==> src/rtl/vga_pkg.sv <==
// Shared constants and the timing-bus type for the 800x600@60 pixel pipeline.
// Every draw stage imports this package so that bus widths stay consistent.
package vga_pkg;

    localparam int HOR_PIXELS = 800;
    localparam int VER_PIXELS = 600;
    localparam int RGB_W      = 12;
    localparam int HCNT_W     = 11;
    localparam int POS_W      = 12;
    localparam int CMP_W      = 13;

    typedef struct packed {
        logic [HCNT_W-1:0] hcount;
        logic [HCNT_W-1:0] vcount;
        logic              hsync;
        logic              vsync;
        logic              hblnk;
        logic              vblnk;
    } vga_timing_t;

    localparam int TIMING_W = $bits(vga_timing_t);

    // True when cnt lies in [start, start+len); one extra bit keeps start+len from wrapping.
    function automatic logic in_span(
        input logic [HCNT_W-1:0] cnt,
        input logic [POS_W-1:0]  start,
        input logic [CMP_W-1:0]  len
    );
        logic [CMP_W-1:0] cnt_w;
        logic [CMP_W-1:0] start_w;
        cnt_w   = CMP_W'(cnt);
        start_w = CMP_W'(start);
        return (cnt_w >= start_w) && (cnt_w < start_w + len);
    endfunction

endpackage

==> src/rtl/vga_delay.sv <==
// Generic fixed-latency delay line with asynchronous reset.
// Used to keep the timing bus and colour aligned through a draw stage.
module vga_delay #(
    parameter int WIDTH   = 1,
    parameter int CLK_DEL = 1
) (
    input  logic             clk,
    input  logic             rst,
    input  logic [WIDTH-1:0] din_i,
    output logic [WIDTH-1:0] dout_o
);

    logic [CLK_DEL-1:0][WIDTH-1:0] pipe_q;

    // NOTE: every stage is reset, not only the last one, so the pipe refills with zeros after reset.
    always_ff @(posedge clk or posedge rst) begin
        if (rst) begin
            pipe_q <= '0;
        end else begin
            // NOTE: non-blocking assignments let each stage take the previous stage's old value.
            pipe_q[0] <= din_i;
            for (int i = 1; i < CLK_DEL; i++) begin
                pipe_q[i] <= pipe_q[i-1];
            end
        end
    end

    assign dout_o = pipe_q[CLK_DEL-1];

endmodule

==> src/rtl/draw_rect.sv <==
// Overlays one solid rectangle on the background video; position is taken once per frame
// at the rising edge of vblnk, and the timing bus is re-emitted with the same 2-clk latency.
module draw_rect
    import vga_pkg::*;
#(
    parameter int               RECT_W     = 64,
    parameter int               RECT_H     = 48,
    parameter logic [RGB_W-1:0] RECT_COLOR = 12'hF80,
    parameter logic [POS_W-1:0] X_INIT     = '0,
    parameter logic [POS_W-1:0] Y_INIT     = '0
) (
    input  logic              clk,
    input  logic              rst,
    input  logic [HCNT_W-1:0] in_hcount,
    input  logic [HCNT_W-1:0] in_vcount,
    input  logic              in_hsync,
    input  logic              in_vsync,
    input  logic              in_hblnk,
    input  logic              in_vblnk,
    input  logic [RGB_W-1:0]  in_rgb,
    input  logic [POS_W-1:0]  xpos,
    input  logic [POS_W-1:0]  ypos,
    output logic [HCNT_W-1:0] out_hcount,
    output logic [HCNT_W-1:0] out_vcount,
    output logic              out_hsync,
    output logic              out_vsync,
    output logic              out_hblnk,
    output logic              out_vblnk,
    output logic [RGB_W-1:0]  out_rgb
);

    localparam logic [CMP_W-1:0] RECT_W_L = CMP_W'(RECT_W);
    localparam logic [CMP_W-1:0] RECT_H_L = CMP_W'(RECT_H);

    vga_timing_t      timing_in;
    vga_timing_t      timing_out;
    logic [RGB_W-1:0] rgb_q;

    logic             vblnk_prev_q;
    logic [POS_W-1:0] x_q, x_d;
    logic [POS_W-1:0] y_q, y_d;
    logic             hit_q, hit_d;
    logic             blank_q, blank_d;
    logic [RGB_W-1:0] out_rgb_q, out_rgb_d;
    logic             frame_start;

    assign timing_in = '{
        hcount: in_hcount,
        vcount: in_vcount,
        hsync:  in_hsync,
        vsync:  in_vsync,
        hblnk:  in_hblnk,
        vblnk:  in_vblnk
    };

    vga_delay #(
        .WIDTH   (TIMING_W),
        .CLK_DEL (2)
    ) u_timing_delay (
        .clk    (clk),
        .rst    (rst),
        .din_i  (timing_in),
        .dout_o (timing_out)
    );

    vga_delay #(
        .WIDTH   (RGB_W),
        .CLK_DEL (1)
    ) u_rgb_delay (
        .clk    (clk),
        .rst    (rst),
        .din_i  (in_rgb),
        .dout_o (rgb_q)
    );

    // NOTE: every output of this block is written on every path, so no latch can be inferred.
    always_comb begin
        frame_start = in_vblnk & ~vblnk_prev_q;
        x_d         = frame_start ? xpos : x_q;
        y_d         = frame_start ? ypos : y_q;
        hit_d       = in_span(in_hcount, x_q, RECT_W_L) && in_span(in_vcount, y_q, RECT_H_L);
        blank_d     = in_hblnk | in_vblnk;
        out_rgb_d   = blank_q ? '0 : (hit_q ? RECT_COLOR : rgb_q);
    end

    always_ff @(posedge clk or posedge rst) begin
        if (rst) begin
            vblnk_prev_q <= 1'b0;
            x_q          <= X_INIT;
            y_q          <= Y_INIT;
            hit_q        <= 1'b0;
            blank_q      <= 1'b0;
            out_rgb_q    <= '0;
        end else begin
            vblnk_prev_q <= in_vblnk;
            x_q          <= x_d;
            y_q          <= y_d;
            hit_q        <= hit_d;
            blank_q      <= blank_d;
            out_rgb_q    <= out_rgb_d;
        end
    end

    assign out_hcount = timing_out.hcount;
    assign out_vcount = timing_out.vcount;
    assign out_hsync  = timing_out.hsync;
    assign out_vsync  = timing_out.vsync;
    assign out_hblnk  = timing_out.hblnk;
    assign out_vblnk  = timing_out.vblnk;
    assign out_rgb    = out_rgb_q;

endmodule

==> config.mk <==
export PLATFORM = sky130hd
export DESIGN_NAME = draw_rect
export DESIGN_NICKNAME = d
export VERILOG_FILES = /design/src/rtl/vga_pkg.sv /design/src/rtl/vga_delay.sv /design/src/rtl/draw_rect.sv
export SDC_FILE = /design/constraint.sdc
export NUM_CORES = 1
export LEC_CHECK = 0
export CORE_ASPECT_RATIO = 1.25
export CORE_MARGIN = 5
export CORE_UTILIZATION = 35
export DETAILED_ROUTE_END_ITERATION = 12
export PLACE_DENSITY = 0.6
export SLEW_MARGIN = 20
export SYNTH_ARGS = -nofsm -noshare
export SYNTH_HDL_FRONTEND = slang
export SYNTH_SLANG_ARGS = --single-unit
==> constraint.sdc <==
create_clock -name clk -period 3.7 [get_ports clk]
set_input_delay 0.925 -clock clk [delete_from_list [all_inputs] [get_ports clk]]
set_output_delay 0.925 -clock clk [all_outputs]
set_load 0.01 [all_outputs]
==> impl_results.md <==
* Final nets at 527
* Height of the die at 131.3 um
* CP Max Fanout at 3
* RSZ-0062 raised after global routing: no
* Routed length per instance at 14.09 um
* PortBufs at 101
* Final setup vio count at 0
* Int Power at 1929 uW
* Max incr delay on CP at 0.42 ns
* CTS tree: yes
* Arrival time of the worst setup path at 2.68 ns
* Switch Pwr at 633.4 uW
* Clock power frac at 35.5%
* Cts bufs inserted at 9
* # DRC at 0
* Relative slew slack at 50.35%
* Most common cell after layout, fill and taps aside: dfrtp_1
* Clk sinks at 102
* VDD IR max at 187.5 uV
* Area Growth Syn to Fin at 32.13%
* Routed wl met3 at 319 um
* WS Path Type: input pin to register
* DRT Pass-1 Iters at 4
* Clk buf depth at 2
* Initial antenna violation count at 0
* Critical Path, Cell by Cell: clkdlybuf4s50_1 -> ha_1 -> o21ai_1 -> a21oi_1 -> o31ai_1 -> a311o_1 -> nand4_1 -> nor3_2
* Initial Util at 35.64%
* Worst Setup Start Kind: input pin
* GPL Wtd Cong at 0.8177
* Pin count of the biggest net entering global routing at 64
* M1 WL at 3287 um
* Final period utilization at 65.31%
* Post-cts hold buffer count at 0
* Share of layout cells above drive strength 1 at 6.265%
* Switching share of power at 24.72%
* Min Hold Slack at 0.3484 ns
* Via/cell ratio at 4.543
* Max frequency at 413.8 MHz
* Post-DRT Antenna Nets at 0
* Worst hold path class: register to register
* Total number of vias at 2585
* WP buf/inv at 1
* Power Density at 470.6 nW/um2
* H-Tree Depth at 3
* Worst-path clk slew at 0.07 ns
* Antenna Cells at 0
* Final hold vios at 0
* Period minus WS final at 2.417 ns
* Die width at 107.0 um
* Worst skew pair latency at 0.34 ns
* Flops & latches, synth at 102
* Comb power frac at 16.5%
* Post-cts sizing count at 0
* Sequential power share at 48.0%
* Most frequent cells in the layout: dfrtp_1, clkdlybuf4s50_1, ha_1
* Status: complete, no violations
* Setup Buffers After CTS at 0
* Core area at 11560 um2
* Total wire length at 8017 um
* Worst EP required at 3.96 ns
* Skew final at 0.003781 ns
* Rows at 44
* Synth Net Count at 440
* Synth cell types at 37
* Delay-heaviest family, CP: compound AO/OA/AOI/OAI gates
* Total of max-cap violations at 0
* Initial DRC Count at 74
* Slew Limit Fails at 0
* Top routing layer in use: met4
* Worst-Margin Slew at 0.7448 ns
* Die area at 14060 um2
* Crit. End Element: register
* Leak at 0.002430 uW
* GR Overflow Total at 0
* Root buffer cell: clkbuf_16
* Register area share after synthesis at 61.95%
* Mapped Cells at 340
* Routed wl met2 at 4143 um
* Synth Cell Area at 4120 um2
* TNS Setup at 0 ns
* # IOs at 102
* Total global-route track usage at 12.14%
* YS warnings at 0
* Slowest cell on crit path: clkdlybuf4s50_1
* Final HPWL DP at 6208 um
* Vias in the first global route at 2751
* Avg Cell Area, Syn at 12.12 um2
* First-pass GRT wire length at 13280 um
-- per-layer routing --
layer | vias up | track usage (%)
met4 | 0 | 7.178
met5 | - | 0
met1 | 1217 | 13.92
li1 | 1292 | -
met2 | 62 | 20.77
met3 | 14 | 2.306
-- through the flow --
step                      total power (uW)  util (%)  area [um2]  std cells  setup WS [ns]
after floorplan                       1503         -        4120        340        0.09952
after global placement                1666     44.60        5156        554          1.002
after detailed placement              1677     44.60        5156        554         0.9284
after CTS                             2602     47.09        5444        569          1.279
after global routing                  2699     47.09        5444        569          1.245
final                                 2562     47.09        5444        569          1.283
-- synthesized netlist by cell type (all sizes together) --
library cell / number / area share, %
xor2: 1 / 0.21
nand2: 24 / 2.2
clkinv: 1 / 0.12
buf: 26 / 4.4
o2111ai: 1 / 0.21
or2: 2 / 0.30
xnor2: 7 / 1.5
and2: 7 / 1.1
nand4: 4 / 0.61
inv: 25 / 2.3
nor2: 22 / 2.0
o31ai: 2 / 0.36
nand2b: 5 / 0.76
a211oi: 2 / 0.36
a221oi: 1 / 0.21
clkbuf: 1 / 0.091
nand3: 6 / 0.85
nor2b: 2 / 0.30
o31a: 1 / 0.21
o22ai: 1 / 0.15
a31oi: 1 / 0.15
ha: 36 / 11
a21o: 2 / 0.36
a311o: 1 / 0.24
nor3: 6 / 0.97
a21oi: 12 / 1.5
dfrtp: 102 / 62
o21ai: 33 / 4.1
a2111oi: 1 / 0.21
mux2: 5 / 1.4
-- logic make-up after synthesis --
| logic type | count (synthesis) | synth area share, % |
|---|---|---|
| xor+xnor | 8 | 1.701 |
| compound gates | 58 | 8.047 |
| buf+inv | 53 | 6.954 |
| mux | 5 | 1.366 |
| simple gates | 78 | 9.049 |
| fa+ha+maj | 36 | 10.93 |
| flops | 102 | 61.95 |
-- power by group through the flow --
| stage | logic (uW) | registers, uW | clock network (uW) |
|---|---|---|---|
| 3_3_place_gp | 417 | 1250 | 0 |
| 4_1_cts | 429 | 1230 | 942 |
| 3_5_place_dp | 424 | 1250 | 0 |
| 6_report | 423 | 1230 | 909 |
| 5_1_grt | 477 | 1240 | 982 |
| 2_1_floorplan | 257 | 1250 | 0 |
-- flip-flops by register name, indices dropped and copies added (netlist names) --
signal                 flops
x_q                       12
blank_q                    1
out_rgb                   12
hit_q                      1
y_q                       12
u_timing_delay.pipe_q     26
u_rgb_delay.dout_o        12
u_timing_delay.dout_o     26
-- worst paths after layout --
| check | depth (start not counted) | start | slack (ns) | end |
|---|---|---|---|---|
| max in group asynchronous | 3 | rst | 1.97 | u_timing_delay.pipe_q[1] |
| hold reg to reg | 0 | u_timing_delay.pipe_q[11] | 0.35 | u_timing_delay.dout_o[11] |
| setup reg to reg | 10 | y_q[4] | 1.42 | hit_q |
| setup / recovery | 8 | in_hcount[2] | 1.28 | hit_q |
| min in group asynchronous | 2 | rst | 1.08 | u_timing_delay.dout_o[16] |
| hold / removal | 0 | u_timing_delay.pipe_q[11] | 0.35 | u_timing_delay.dout_o[11] |
-- worst register-to-register path: stages (launching register included) --
cell	delay [ns]
dfrtp_1	0.42
inv_1	0.11
ha_1	0.27
nor3_1	0.19
xnor2_1	0.15
ha_1	0.27
nand2_1	0.08
nor2_1	0.03
a2111oi_0	0.39
a221oi_1	0.15
nor3_2	0.14
-- layout make-up --
type,instances,area [um2]
repair buffers,103,1039
clock buffers,9,225.2
well taps,138,172.7
flip-flops and latches,102,2552
multi-input cells,185,1289
fillers,1073,6117
clock inverters,6,62.56
inverters,26,103.9
Power figures use the tool's default switching activity.
